**src/rtl/jsq4_2_pulse.sv**
```systemverilog
// Single-shot pulse generator. An accepted trigger produces an optional idle
// gap of DELAY cycles followed by WIDTH high cycles on dout. Triggers arriving
// while a sequence is in progress are dropped.
module jsq4_2_pulse #(
    parameter int unsigned DELAY = 0,
    parameter int unsigned WIDTH = 10,
    parameter int unsigned CNT_W = 8
) (
    input  logic clk,
    input  logic rst_n,
    input  logic en,
    output logic dout
);

    // Counter value on the last cycle of a sequence (L-1).
    localparam logic [CNT_W-1:0] LAST = CNT_W'(DELAY + WIDTH - 1);

    typedef enum logic {StIdle, StBusy} state_e;

    state_e           state_q;
    logic [CNT_W-1:0] cnt_q;
    logic             dout_q;
    logic             in_window;

    // Upper bound of the window is implied: cnt never exceeds LAST while busy.
    generate
        if (DELAY == 0) begin : g_no_delay
            assign in_window = 1'b1;
        end else begin : g_delay
            localparam logic [CNT_W-1:0] FIRST = CNT_W'(DELAY);
            assign in_window = (cnt_q >= FIRST);
        end
    endgenerate

    // Sequence state, counter and registered pulse output. rst_n is active-high.
    always_ff @(posedge clk) begin
        if (rst_n) begin
            state_q <= StIdle;
            cnt_q   <= '0;
            dout_q  <= 1'b0;
        end else begin
            // dout reflects the state held during the cycle just ended, so the
            // first high cycle follows the accepting edge by DELAY+1 edges.
            dout_q <= (state_q == StBusy) && in_window;
            case (state_q)
                StIdle: begin
                    if (en) begin
                        state_q <= StBusy;
                        cnt_q   <= '0;
                    end
                end
                StBusy: begin
                    // en is deliberately not looked at here: no retrigger.
                    if (cnt_q == LAST) begin
                        state_q <= StIdle;
                        cnt_q   <= '0;
                    end else begin
                        cnt_q <= cnt_q + CNT_W'(1);
                    end
                end
                default: begin
                    state_q <= StIdle;
                    cnt_q   <= '0;
                end
            endcase
        end
    end

    assign dout = dout_q;

endmodule

```
**config.mk**
```make
export PLATFORM = sky130hd
export DESIGN_NAME = jsq4_2_pulse
export DESIGN_NICKNAME = d
export VERILOG_FILES = /design/src/rtl/jsq4_2_pulse.sv
export SDC_FILE = /design/constraint.sdc
export NUM_CORES = 1
export LEC_CHECK = 0
export CAP_MARGIN = 10
export CORE_AREA = 2 2 39 41
export CTS_CLUSTER_DIAMETER = 60
export CTS_CLUSTER_SIZE = 40
export DETAILED_ROUTE_END_ITERATION = 8
export DIE_AREA = 0 0 41 43
export MAX_ROUTING_LAYER = met4
export PLACE_DENSITY = 0.64
export SYNTH_ARGS = -nofsm -noshare
export SYNTH_HDL_FRONTEND = slang
export SYNTH_SLANG_ARGS = --single-unit
```
**constraint.sdc**
```tcl
create_clock -name clk -period 1.7 [get_ports clk]
set_input_delay 0.34 -clock clk [delete_from_list [all_inputs] [get_ports clk]]
set_output_delay 0.34 -clock clk [all_outputs]
set_load 0.02 [all_outputs]
```
==> results.txt <==
In this run the post-CTS setup repair buffer count came out at 0. The die covers 0.001763 sq mm. Total number of vias: 473. Class of the most critical hold timing path: flop to flop. The top cell type by total area after synthesis is dfxtp_1.

At the pin with the least slew margin, the transition time is 414.8 ps. The clock transition at the registers of the reported paths works out to 60 ps. In the layout the commonest cells are dfxtp_1, nor2_1, nand2_1, nand3_1, a21oi_1. Kind of critical path: flop to flop.

At the end of the flow, the number of nets in the layout was 73. The Yosys step of the flow raised 0 warnings. The tools report the number of slew-limit violations in the final report as 0.

From bottom edge to top edge, the die measures 43 um. The post-synthesis compound-gate area fraction was 0.1827; the minimum period implied by the final worst setup slack was 1624 ps. The final cell utilization of the core was 0.4331; the async set-reset flop share out of synthesis was 0. The fraction of final layout cells with drive strength greater than 1 was 0.1642; the final-report hold violation count was 0. Counting every sink on the clock net gives 10.

The number of clock buffers added by TritonCTS is 3. Clock skew on the completed layout was measured at 0.7226 ps. Based on the critical path, the design can be clocked at up to 615.8 MHz. H-tree depth: 1.

For this block, the initial DRC count from the detailed router was 15. In this run, synthesis inferred 0 flip-flops with an integrated enable. In this run the critical register-to-register path is launched from cnt_q[1]. Max-slew headroom at the worst pin: 0.7224. In this run the deepest clock path goes through 2 buffers. Gates resized during post-CTS repair numbered 0. For this run, the slowest stage of the critical path takes 470 ps. The initial antenna violation count came out at 0. The first global-routing pass estimated 1745 um of wire.

The run gives 0.8648 as the weighted congestion at the end of routability-driven global placement. The clock latency on the worst-skew pair was 260 ps. The logs give 0 for the final setup violation count and 11 for the maximum number of pins on one net before global-route repair.

The width of the die is 41 um, and the register-to-register setup slack is 80 ps. The global routing usage summed across all routing layers was 0.1517. For the final routed database, the setup TNS stands at 0 ps. Traced cell by cell, the critical path runs through inv_1, ha_1, nor4b_2, and3_1, or4_1, a31oi_1. For the HPWL after detailed placement, the log shows 752.8 um. Among all flip-flop cells after synthesis, the most frequent one is dfxtp_1. The register bit count reported by yosys was 10. For this block, the routed nets add up to 1153 um of wire. The post-detailed-route wirelength per cell works out to 13.89 um.

The root buffer cell chosen for the clock tree is clkbuf_4. The floorplan has 14 rows. In this run the remaining antenna-violating nets after routing total 0. Summed over all cells, the static leakage comes to 0.2102 nW.

STA classifies the critical path endpoint as a flop. For the via count of the first global-routing pass, the log shows 398. For this design, the CTS-stage hold fixing added 0 buffers. Total placed instance area: 550.5 sq um. The max capacitance violation total was 0; the number of buffers inserted by port buffering was 3.

After detailed routing, the number of remaining DRC violations is 0. The number of cells on the worst reg-to-reg path is 6. The period utilization was 0.9552. Mux cell area share after synthesis: 0.02030.

Setup repair after global routing left no endpoint under its margin. The region available for standard cell placement spans 0.001384 sq mm. In this run the critical register-to-register path is captured at cnt_q[6].

The tools report the count of unique library cells instantiated by Yosys as 21. Including well taps, the total number of placed cells is 79. The share of the synthesized area in the top cell type came out at 0.4061.

For the sum of overflow across all layers after global routing, the log shows 0. Dominant combinational cell family by area after synthesis: simple AND/OR/NAND/NOR gates. The xor and xnor area share after synthesis is 0. The worst setup path is launched from a flop. For the final non-filler cell area, the log shows 599.3 sq um. The share of synthesized cell area in full adder, half adder and majority cells came out at 0.05076. The tools report the required time reported for the critical path endpoint as 1890 ps. The largest fanout on the critical path was 4; the number of placed I/O pins was 4. The run gives 0 as the final antenna diode count.

The endpoint of the worst hold-timing path was cnt_q[6]. In the routed layout, each cell is associated on average with a via count of 5.699. The average footprint of a synthesized cell works out to 8.355 sq um.

Once layout is complete, the cells apart from fillers number 83. The run gives 493.0 sq um as the post-synthesis cell area. The power density normalized to cell area works out to 836.7 mW/mm^2. On the critical path, the stage with the largest delay is an instance of or4_1. The basic-gate share of the synthesized area counting and, or, nand and nor cells came out at 0.2944. The flow ran to the end, and the final reports show no timing, DRC or antenna violations. Worst path arrival time: 1820 ps.

For the initial core utilization, the log shows 0.3562. TritonCTS built the clock tree. The most frequent standard cell in the layout excluding fill and tap cells is dfxtp_1.

The post-synthesis sequential area ratio is 0.4061. Ranked by total cell area, the synthesized netlist is headed by dfxtp_1, a21oi_1, a31oi_1, ha_1, nand3_1. The tools report the synthesized instance count as 59. The pre-antenna-repair detailed-routing pass consisted of 4 iterations.

The worst hold path begins at cnt_q[6]. The number of nets in the synthesized netlist is 64. Maximum vdd drop: 0.4878 mV. The cell depth of the worst min-delay path works out to 2. From synthesis to final layout, the design area changed by 21.57%.
==> cell usage after synthesis (all sizes together), types with 2 or more instances <==
master,instances
and3,3
a21oi,5
or4,3
nand3,6
buf,2
o21ai,3
nand2,5
nor3,2
nor2,6
dfxtp,10
inv,2
ha,2
a31oi,4
==> cell type report <==
class | instances | area [sq um]
clock buffers | 4 | 36.28
fillers | 147 | 784.5
inverters | 2 | 7.507
multi-input cells | 45 | 282.8
flip-flops and latches | 10 | 200.2
well taps | 16 | 20.02
repair buffers | 6 | 52.55
==> cell families (layout without fill, tap and decap cells) <==
logic type | Yosys count | count (layout)
simple gates | 27 | 27
compound gates | 15 | 15
flops | 10 | 10
buf+inv | 4 | 12
fa+ha+maj | 2 | 2
mux | 1 | 1
==> stage by stage <==
| step | setup slack (ps) | power [mW] | hold WS (ps) |
|---|---|---|---|
| floorplan | 176.0 | 0.2756 | 473.0 |
| finish | 76.20 | 0.5015 | 531.6 |
| detailed placement | 128.3 | 0.2909 | 508.5 |
| global route | 7.507 | 0.5162 | 564.5 |
| global placement | 165.9 | 0.2908 | 507.6 |
| CTS | 127.0 | 0.5018 | 524.2 |
==> metal layers <==
layer | global-route usage | share of wire | vias up
met3 | 0.03141 | 0.043 | 4
met1 | 0.2078 | 0.45 | 214
li1 | - | - | 238
met2 | 0.1938 | 0.47 | 17
met4 | 0.1000 | 0.029 | 0
met5 | - | 0 | -
==> worst max-delay path: cells and delay by family (launching register included) <==
kind                       cells  cell delay, ps
buffers and inverters          1              50
AOI/OAI and AO/OA              1             130
DFF                            1             350
adders and majority gates      1             170
and+or+nand+nor                3             850
==> how the worst max path moves through the flow <==
stage                         from        to  slack, ps  cells after the start
after floorplan           cnt_q[1]  cnt_q[6]        180                      6
after global placement    cnt_q[0]  cnt_q[6]        170                      5
after detailed placement  cnt_q[0]  cnt_q[6]        130                      5
after CTS                 cnt_q[1]  cnt_q[6]        130                      6
after global routing      cnt_q[1]  cnt_q[6]          8                      6
final                     cnt_q[1]  cnt_q[6]         80                      6
==> where the power goes <==
group	total, mW	switching [mW]	internal [mW]
Sequential	0.243	0.00373	0.240
Clock	0.213	0.0826	0.130
Combinational	0.0452	0.0264	0.0188
==> flip-flops by register name, indices dropped and copies added, names as in the netlist <==
name     cells
dout         1
state_q      1
cnt_q        8
Power figures use the tool's default switching activity.
